--- config.mk ---
export PLATFORM = sky130hd
export DESIGN_NAME = qdec_scan_sched
export DESIGN_NICKNAME = d
export VERILOG_FILES = /design/src/rtl/qdec_pkg.sv /design/src/rtl/qdec_scan_sched_step.sv /design/src/rtl/qdec_scan_sched.sv
export SDC_FILE = /design/constraint.sdc
export NUM_CORES = 1
export LEC_CHECK = 0
export ABC_AREA = 0
export BUFFER_PORTS_ARGS = -buffer_cell sky130_fd_sc_hd__buf_2
export CAP_MARGIN = 20
export CORE_MARGIN = 3
export CORE_UTILIZATION = 35
export CTS_BUF_LIST = sky130_fd_sc_hd__clkbuf_16
export CTS_CLUSTER_SIZE = 24
export DETAILED_ROUTE_END_ITERATION = 10
export GPL_TIMING_DRIVEN = 1
export SLEW_MARGIN = 5
export SYNTH_ARGS = -nofsm -noshare
export SYNTH_HDL_FRONTEND = slang
export SYNTH_HIERARCHICAL = 1
export SYNTH_SLANG_ARGS = --single-unit
export TNS_END_PERCENT = 5
--- constraint.sdc ---
create_clock -name clk -period 4.5 [get_ports clk]
set_input_delay 0.225 -clock clk [delete_from_list [all_inputs] [get_ports clk]]
set_output_delay 0.225 -clock clk [all_outputs]
set_load 0.02 [all_outputs]
--- src/rtl/qdec_pkg.sv ---
// Shared types and helpers for the scanned quadrature decoder (qdec_scan_sched).
// Per-channel state record, step-delta encodings and channel-index width.
package qdec_pkg;

   // Stored count field is sized for the widest supported CW; only CW LSBs are live.
   localparam int QDEC_CW_MAX = 32;

   function automatic int qdec_chw(input int nch);
      return (nch > 2) ? $clog2(nch) : 1;
   endfunction

   typedef struct packed {
      logic                   prev_a;
      logic                   prev_b;
      logic                   prev_z;
      logic                   dir;
      logic                   err;
      logic                   homed;
      logic [QDEC_CW_MAX-1:0] count;
   } qdec_state_t;

   localparam logic signed [2:0] DELTA_M2 = -3'sd2;
   localparam logic signed [2:0] DELTA_M1 = -3'sd1;
   localparam logic signed [2:0] DELTA_0  =  3'sd0;
   localparam logic signed [2:0] DELTA_P1 =  3'sd1;
   localparam logic signed [2:0] DELTA_P2 =  3'sd2;

endpackage

--- src/rtl/qdec_scan_sched_step.sv ---
// Combinational quadrature step evaluator shared by all scanned channels.
// QDEC_SKIP_COMP_EN: when defined, a skip moves the count by 2 along the stored direction.
module qdec_step
   import qdec_pkg::*;
(
   input  logic              prev_a,
   input  logic              prev_b,
   input  logic              dir_i,
   input  logic              cur_a,
   input  logic              cur_b,
   output logic signed [2:0] delta,
   output logic              dir_o,
   output logic              skip
);

   always_comb begin
      delta = DELTA_0;
      dir_o = dir_i;
      skip  = 1'b0;
      case ({prev_a ^ cur_a, prev_b ^ cur_b})
         2'b01, 2'b10: begin
            dir_o = cur_b ^ prev_a;
            delta = dir_o ? DELTA_P1 : DELTA_M1;
         end
         2'b11: begin
            skip = 1'b1;
`ifdef QDEC_SKIP_COMP_EN
            delta = dir_i ? DELTA_P2 : DELTA_M2;
`else
            delta = DELTA_0;
`endif
         end
         default: ;
      endcase
   end

endmodule

--- src/rtl/qdec_scan_sched.sv ---
// Round-robin scanned quadrature decoder: one channel read-modify-written per clock.
// Optional QDEC_SKIP_COMP_EN (in qdec_step) compensates dual-phase skips by +/-2.
module qdec_scan_sched
   import qdec_pkg::*;
#(
   parameter  int NCH         = 4,
   parameter  int CW          = 16,
   parameter  int SYNC_STAGES = 2,
   localparam int CHW         = qdec_chw(NCH)
) (
   input  logic            clk,
   input  logic            rst_n,
   input  logic [NCH-1:0]  a,
   input  logic [NCH-1:0]  b,
   input  logic [NCH-1:0]  z,
   input  logic [NCH-1:0]  z_en,
   input  logic            clr_req,
   input  logic [CHW-1:0]  clr_ch,
   input  logic            rd_req,
   input  logic [CHW-1:0]  rd_ch,
   output logic            rd_valid,
   output logic [CW-1:0]   rd_data,
   output logic            rd_err,
   output logic [NCH-1:0]  homed
);

   localparam logic [CHW:0]   NCH_W  = (CHW+1)'(NCH);
   localparam logic [CHW-1:0] LAST_CH = CHW'(NCH-1);

   logic [3*NCH-1:0] sync_q [SYNC_STAGES];
   logic [3*NCH-1:0] sync_d [SYNC_STAGES];
   logic [NCH-1:0]   a_s, b_s, z_s;

   logic [CHW-1:0]   scan_q, scan_d;
   qdec_state_t      st_q [NCH];
   qdec_state_t      st_d [NCH];
   qdec_state_t      st_w [NCH];
   qdec_state_t      cur, nxt;

   logic             rd_valid_q, rd_valid_d;
   logic [CW-1:0]    rd_data_q, rd_data_d;
   logic             rd_err_q, rd_err_d;

   logic signed [2:0] step_delta;
   logic             step_dir, step_skip;
   logic             cur_a_s, cur_b_s, cur_z_s;
   logic [CW-1:0]    cnt_new;
   logic             clr_ok, rd_ok;

   always_comb begin
      sync_d[0] = {z, b, a};
      for (int i = 1; i < SYNC_STAGES; i++) sync_d[i] = sync_q[i-1];
   end

   assign a_s = sync_q[SYNC_STAGES-1][NCH-1:0];
   assign b_s = sync_q[SYNC_STAGES-1][2*NCH-1:NCH];
   assign z_s = sync_q[SYNC_STAGES-1][3*NCH-1:2*NCH];

   assign scan_d  = (scan_q == LAST_CH) ? '0 : scan_q + 1'b1;
   assign cur     = st_q[scan_q];
   assign cur_a_s = a_s[scan_q];
   assign cur_b_s = b_s[scan_q];
   assign cur_z_s = z_s[scan_q];
   assign clr_ok  = clr_req && ({1'b0, clr_ch} < NCH_W);
   assign rd_ok   = {1'b0, rd_ch} < NCH_W;

   qdec_step u_step (
      .prev_a (cur.prev_a),
      .prev_b (cur.prev_b),
      .dir_i  (cur.dir),
      .cur_a  (cur_a_s),
      .cur_b  (cur_b_s),
      .delta  (step_delta),
      .dir_o  (step_dir),
      .skip   (step_skip)
   );

   always_comb begin
      nxt        = cur;
      nxt.prev_a = cur_a_s;
      nxt.prev_b = cur_b_s;
      nxt.prev_z = cur_z_s;
      nxt.dir    = step_dir;
      cnt_new    = cur.count[CW-1:0] + CW'(step_delta);
      nxt.count  = QDEC_CW_MAX'(cnt_new);
      if (step_skip) nxt.err = 1'b1;
      if (cur_z_s && !cur.prev_z && z_en[scan_q]) begin
         nxt.count = '0;
         nxt.homed = 1'b1;
      end

      st_w         = st_q;
      st_w[scan_q] = nxt;
      // Clear beats the scan write but keeps the freshly sampled phases.
      if (clr_ok) begin
         st_w[clr_ch].count = '0;
         st_w[clr_ch].err   = 1'b0;
         st_w[clr_ch].homed = 1'b0;
      end

      st_d = st_w;
      if (rd_req && rd_ok && !(rd_ch == scan_q && step_skip)) st_d[rd_ch].err = 1'b0;

      rd_valid_d = rd_req;
      rd_data_d  = rd_data_q;
      rd_err_d   = rd_err_q;
      if (rd_req) begin
         rd_data_d = '0;
         rd_err_d  = 1'b0;
         if (rd_ok) begin
            rd_data_d = st_w[rd_ch].count[CW-1:0];
            rd_err_d  = st_w[rd_ch].err;
         end
      end
   end

   always_ff @(posedge clk or negedge rst_n) begin
      if (!rst_n) begin
         for (int i = 0; i < SYNC_STAGES; i++) sync_q[i] <= '0;
         for (int i = 0; i < NCH; i++) st_q[i] <= '0;
         scan_q     <= '0;
         rd_valid_q <= 1'b0;
         rd_data_q  <= '0;
         rd_err_q   <= 1'b0;
      end else begin
         for (int i = 0; i < SYNC_STAGES; i++) sync_q[i] <= sync_d[i];
         for (int i = 0; i < NCH; i++) st_q[i] <= st_d[i];
         scan_q     <= scan_d;
         rd_valid_q <= rd_valid_d;
         rd_data_q  <= rd_data_d;
         rd_err_q   <= rd_err_d;
      end
   end

   always_comb begin
      for (int i = 0; i < NCH; i++) homed[i] = st_q[i].homed;
   end

   assign rd_valid = rd_valid_q;
   assign rd_data  = rd_data_q;
   assign rd_err   = rd_err_q;

endmodule

==> metrics.md, run 1 <==
| Metric | Value |
|---|---|
| Die W | `148 um` |
| Worst Max-Slew Pin Slew | `0.811 ns` |
| Worst VDD drop | `0.000289 V` |
| Rel. slew slack | `45.9%` |
| CTS Sinks | `128` |
| Largest net degree at the start of global routing | `90` |
| Switching Share | `36.0%` |
| Finished Core Util | `42.2%` |
| Crit path cell chain | `mux4_2 -> xor2_1 -> ha_1 -> and2_2 -> fa_1 -> a211oi_1 -> o21bai_1 -> a2111oi_2 -> nor3_1 -> nor2b_1 -> nand2_1 -> a221oi_1` |
| Initial Utilization | `35.8%` |
| Yosys warns | `6` |
| Internal | `2.80 mW` |
| CTS tree | `built` |
| H-tree Lvls | `4` |
| Post-Layout Cell Count | `984` |
| CP Capture Type | `register` |
| CTS Buf Count | `17` |
| Max-Cap Viols | `0` |
| DRT antenna net count | `0` |
| IO Pins | `46` |
| Worst setup SP type | `register` |
| CP max stage delay | `0.61 ns` |
| Syn-to-layout area delta | `17.9%` |
| CP Max Fanout | `7` |
| Initial antenna violation count | `0` |
| Mean Syn Cell Area | `10.8 um2` |
| Initial DRT Pass Iterations | `5` |
| Logic pwr share | `31.4%` |
| Share of layout cells above drive strength 1 | `21.7%` |
| Total GRT Usage | `20.1%` |
| Final Cycle Share | `93.3%` |
| Clock skew after layout | `0.00958 ns` |
| Reg power frac | `37.8%` |
| Clock power frac | `30.9%` |
| Site Rows | `51` |
| DIE AREA | `21800 um2` |
| # fillers | `1832` |
| Worst hold path type | `input pin to register` |
| Syn Nets | `696` |
| Drt drc | `0` |
| Worst skew pair latency | `0.43 ns` |
| CTS clk-pin slew, worst paths | `0.07 ns` |
| Drt total wl | `21500 um` |
| Crit path DAT | `4.53 ns` |
| Slew Viols, Final | `0` |
| Worst-case clock buffer depth | `2` |
| Crit Path Class | `register to register` |
| Final TNS setup | `0 ns` |
| Most common cell after layout, fill and taps aside | `dfrtp_1` |
| Power Density | `530 nW/um2` |
| DR vias/cell | `5.99` |
| Total number of vias | `5896` |
| Drt wl/cell | `21.8 um` |
| Hpwl dp | `14200 um` |
| Chip height | `148 um` |
| P_leak | `3.67 nW` |
| Most frequent cells in the layout | `127 x dfrtp_1, 72 x nor2_1, 44 x buf_2` |
| RSZ-0062 raised after global routing | `false` |
| Psw | `1.58 mW` |
| First-pass GRT wire length | `33800 um` |
| Outcome | `finished, final reports clean` |
| Min Tclk post-route | `4.20 ns` |
| Root Buffer | `clkbuf_16` |
| GR Overflow Total | `0` |
| Inst Count DP | `938` |
| Drt initial violations | `648` |
| CP bufs+invs | `0` |
| Final hold violations | `0` |
| Cell family with most CP delay | `compound AO/OA/AOI/OAI gates` |
| Post-layout nets | `752` |
| Mapped Area | `7010 um2` |
| Fmax | `0.238 GHz` |
| Critical path required time | `4.83 ns` |
| Design area | `8270 um2` |
| Vias in the first global route | `5998` |
| Antenna cells | `0` |
| Placed inst area | `7540 um2` |
| IO buf count | `45` |
| Cells after Synth | `651` |
| Final setup violation count | `0` |
| CP max stage cell | `mux4_2` |
| WHS | `0.214 ns` |
| Routability cong. | `0.946` |
| Core ar. | `19600 um2` |
[power by group through the flow]
| stage | Combinational (mW) | Sequential (mW) | Clock (mW) |
|---|---|---|---|
| 2_1_floorplan | 0.918 | 1.66 | 0 |
| 3_3_place_gp | 1.30 | 1.65 | 0 |
| 3_5_place_dp | 1.34 | 1.66 | 0 |
| 4_1_cts | 1.35 | 1.65 | 1.37 |
| 5_1_grt | 1.51 | 1.68 | 1.42 |
| 6_report | 1.37 | 1.65 | 1.35 |
[metrics by stage]
stage,setup slack [ns],total power [mW]
after CTS,0.118,4.37
final,0.300,4.38
after detailed placement,0.170,3.00
after global placement,0.285,2.95
after global routing,0.0170,4.62
after floorplan,0.262,2.58
[cell type report]
class / instances / area [um2] / share of cell area [%]
clock buffer: 17 / 425 / 5.14
clock inverter: 14 / 146 / 1.77
inverter: 13 / 48.8 / 0.590
multi-input combinational: 464 / 3560 / 43.1
sequential: 128 / 3200 / 38.7
tap: 265 / 332 / 4.01
timing repair buffer: 83 / 549 / 6.64
[path summary, 6_finish.rpt]
path	cells past startpoint	to	slack [ns]	startpoint
worst min register to register	0	b_s[2]$_DFF_PN0_	0.35	sync_d[6]$_DFF_PN0_
min in group asynchronous	2	st_q[7]$_DFF_PN0_	0.42	rst_n
worst max-delay path	12	rd_data[8]$_DFFE_PN0P_	0.30	scan_q[0]$_DFF_PN0_
worst max register to register	12	rd_data[8]$_DFFE_PN0P_	0.30	scan_q[0]$_DFF_PN0_
worst min-delay path	1	rd_valid$_DFF_PN0_	0.21	rd_req
max in group asynchronous	3	st_q[120]$_DFF_PN0_	3.04	rst_n
[layer usage]
layer	part of all wire [%]	wire, um	GRT usage [%]
met1	42	9030	26.7
met2	47	9990	31.8
met3	8.1	1730	4.29
met4	3.3	716	9.04
met5	0	0	0
[state kept, by name (all words and copies together), names as in the netlist, named ones only]
signal,flops
scan_q,2
a_s,4
rd_data,16
sync_d,12
homed,4
sync_q,4
b_s,4
rd_err,1
st_q,68
rd_valid,1
[repair_timing]
| item | 4_1_cts | 5_1_grt |
|---|---|---|
| hold endpoints to repair | 100 | 0 |
| hold buffers | 13 | 0 |
| resized for setup | 0 | 3 |
| setup endpoints to repair | 0 | 14 |
| buffers inserted | 0 | 2 |
Note: power is estimated with default switching activity, not from simulation.
==> run 2, diff against run 1 <==
- BUFFER_PORTS_ARGS: -buffer_cell sky130_fd_sc_hd__buf_2 -> unset
- DONT_BUFFER_PORTS: unset -> 1
==> run 2 against run 1 <==
  * Via count fell by 5.8%
  * Clock skew fell by 0.00052 ns
  * Worst setup slack got worse by 0.011 ns
  * Worst hold slack got worse by 0.19 ns
  * Non-clock buffer count fell by 45
  * First-iteration DRC count fell by 25%
  * Critical path depth did not move
  * Die area did not move
  * Critical path type unchanged
==> metrics.md, run 2 (synthesis results as in run 1) <==
| Metric | Value |
|---|---|
| Power after layout | `4.33 mW (was 4.38 mW)` |
| Dpl ws | `0.229 ns (was 0.170 ns)` |
| Worst setup SP type | `register (unchanged)` |
| Crit path DAT | `4.53 ns (about the same)` |
| Worst VDD drop | `0.000432 V (was 0.000289 V)` |
| Final hold violations | `0 (unchanged)` |
| Crit Path Class | `register to register (unchanged)` |
| Final setup violation count | `0 (unchanged)` |
| CTS Sinks | `128 (unchanged)` |
| CP max stage delay | `0.61 ns (about the same)` |
| Final Cycle Share | `93.6% (was 93.3%)` |
| Core ar. | `19600 um2 (unchanged)` |
| CTS tree | `built (unchanged)` |
| Worst skew pair latency | `0.43 ns (about the same)` |
| CTS Buf Count | `17 (unchanged)` |
| Die W | `148 um (unchanged)` |
| Largest net degree at the start of global routing | `129 (was 90)` |
| Slew Viols, Final | `0 (unchanged)` |
| Fmax | `0.237 GHz (was 0.238 GHz)` |
| FF-to-FF End | `rd_data[8]$_DFFE_PN0P_ (unchanged)` |
| Most common cell after layout, fill and taps aside | `dfrtp_1 (unchanged)` |
| Antenna cells | `0 (unchanged)` |
| Hold Path Stages | `2 (was 1)` |
| Share of layout cells above drive strength 1 | `16.3% (was 21.7%)` |
| Site Rows | `51 (unchanged)` |
| Chip height | `148 um (unchanged)` |
| IO buf count | `0 (was 45)` |
| Crit path cell chain | `mux4_2 -> xor2_1 -> ha_1 -> and2_2 -> fa_1 -> a211oi_1 -> o21bai_1 -> a2111oi_2 -> nor3_1 -> nor2b_1 -> a22oi_1 -> a221oi_1 (was mux4_2 -> xor2_1 -> ha_1 -> and2_2 -> fa_1 -> a211oi_1 -> o21bai_1 -> a2111oi_2 -> nor3_1 -> nor2b_1 -> nand2_1 -> a221oi_1)` |
| H-tree Lvls | `4 (unchanged)` |
| Initial antenna violation count | `0 (unchanged)` |
| Root Buffer | `clkbuf_16 (unchanged)` |
| Worst hold path type | `input pin to register (unchanged)` |
| Min Tclk post-route | `4.21 ns (was 4.20 ns)` |
| CTS clk-pin slew, worst paths | `0.06 ns (was 0.07 ns)` |
| Post-route setup slack | `0.289 ns (was 0.300 ns)` |
| IO Pins | `46 (unchanged)` |
| DRT antenna net count | `0 (unchanged)` |
| Reg2Reg Launch Point | `scan_q[0]$_DFF_PN0_ (unchanged)` |
| Power Density | `535 nW/um2 (was 530 nW/um2)` |
| CP Capture Type | `register (unchanged)` |
| Drt initial violations | `488 (was 648)` |
| CP Max Fanout | `7 (unchanged)` |
| Max reg flops | `68 (unchanged)` |
| Final TNS setup | `0 ns (unchanged)` |
| R2R cell count | `12 (unchanged)` |
| GR Overflow Total | `0 (unchanged)` |
| Post-layout nets | `707 (was 752)` |
| Worst-case clock buffer depth | `2 (unchanged)` |
| Outcome | `finished, final reports clean (unchanged)` |
| Total GRT Usage | `20.7% (was 20.1%)` |
| RSZ-0062 raised after global routing | `false (unchanged)` |
| Clock skew after layout | `0.00906 ns (was 0.00958 ns)` |
| Syn-to-layout area delta | `15.4% (was 17.9%)` |
| P_leak | `3.50 nW (was 3.67 nW)` |
| First-pass GRT wire length | `34400 um (was 33800 um)` |
| Min-delay src | `rd_req (unchanged)` |
| DR vias/cell | `5.91 (was 5.99)` |
| Drt total wl | `21300 um (was 21500 um)` |
| WHS Endpoint | `rd_data[8]$_DFFE_PN0P_ (was rd_valid$_DFF_PN0_)` |
| CP max stage cell | `mux4_2 (unchanged)` |
| Most frequent cells in the layout | `127 x dfrtp_1, 72 x nor2_1, 33 x nand2_1, 33 x a21oi_1, 27 x mux2i_1 (was 127 x dfrtp_1, 72 x nor2_1, 44 x buf_2)` |
| Vias in the first global route | `5860 (was 5998)` |
| Initial DRT Pass Iterations | `7 (was 5)` |
| Hpwl dp | `14000 um (was 14200 um)` |
| Worst R2R Setup Slack | `0.29 ns (was 0.30 ns)` |
| Drt drc | `0 (unchanged)` |
| Routability cong. | `0.936 (was 0.946)` |
| Drt wl/cell | `22.7 um (was 21.8 um)` |
| Critical path required time | `4.82 ns (was 4.83 ns)` |
| Max-Cap Viols | `0 (unchanged)` |
| Rel. slew slack | `32.8% (was 45.9%)` |
| Largest Register | `st_q (unchanged)` |
| Worst Setup SP | `scan_q[0]$_DFF_PN0_ (unchanged)` |
| Total number of vias | `5552 (was 5896)` |
| Initial Utilization | `35.8% (unchanged)` |
| DIE AREA | `21800 um2 (unchanged)` |
| Worst Max-Slew Pin Slew | `1.01 ns (was 0.811 ns)` |
-- run 2: cell types whose count changed in the layout (fill, tap and decap cells not counted), moves of 2 or more --
cell / delta
buf_2: -44
buf_4: -4
clkinvlp_4: -2
dlygate4sd3_1: +3
inv_8: +2
-- run 2: layout make-up --
type | count | area, um2
Sequential cell | 128 | 3200
Multi-Input combinational cell | 464 | 3570
Tap cell | 265 | 332
Clock buffer | 17 | 425
Clock inverter | 15 | 165
Timing Repair Buffer | 38 | 345
Inverter | 13 | 48.8
Fill cell | 1903 | 11500
-- run 2: repair_timing --
| action | in CTS | in global routing |
|---|---|---|
| hold buffers | 17 | 0 |
| setup endpoints to repair | 0 | 5 |
| resized for setup | 0 | 4 |
| buffers inserted | 0 | 0 |
| endpoints found under the hold margin | 151 | 0 |
-- run 2: how the worst max path moves through the flow --
stage                     slack, ns                      to
after detailed placement       0.23  rd_data[8]$_DFFE_PN0P_
after CTS                      0.21  rd_data[8]$_DFFE_PN0P_
after floorplan                0.26  rd_data[8]$_DFFE_PN0P_
after global placement         0.39      st_q[12]$_DFF_PN0_
after global routing           0.04     st_q[128]$_DFF_PN0_
final                          0.29  rd_data[8]$_DFFE_PN0P_
-- run 2: critical path: cells and delay by family, from the launching register on --
kind | cells | cell delay [ns]
AOI/OAI and AO/OA | 5 | 1.44
xor gates and xnor gates | 1 | 0.20
adders and majority gates | 2 | 0.78
DFF | 1 | 0.47
muxes | 1 | 0.61
and+or+nand+nor | 3 | 0.61
-- run 2: stage by stage --
stage	hold slack (ns)	utilization (%)	instances	instance area, um2
6_report	0.0236	41.3	940	8090
5_1_grt	0.0246	41.3	940	8090
4_1_cts	0.00267	41.2	940	8080
3_5_place_dp	-0.0676	37.3	891	7300
3_3_place_gp	-0.0677	37.3	891	7300
2_1_floorplan	-0.0706	-	651	7010
-- run 2: layer usage --
| layer | vias up | GRT usage (%) | part of all wire, % |
|---|---|---|---|
| met2 | 262 | 31.8 | 47 |
| met3 | 39 | 6.16 | 8.0 |
| li1 | 2450 | - | - |
| met4 | 0 | 8.15 | 2.8 |
| met5 | - | 0 | 0 |
| met1 | 2801 | 27.6 | 43 |
-- run 2: power by group --
part	internal, mW	switching [mW]
Combinational	0.540	0.675
Clock	0.788	0.590
Sequential	1.45	0.290
Total	2.77	1.56
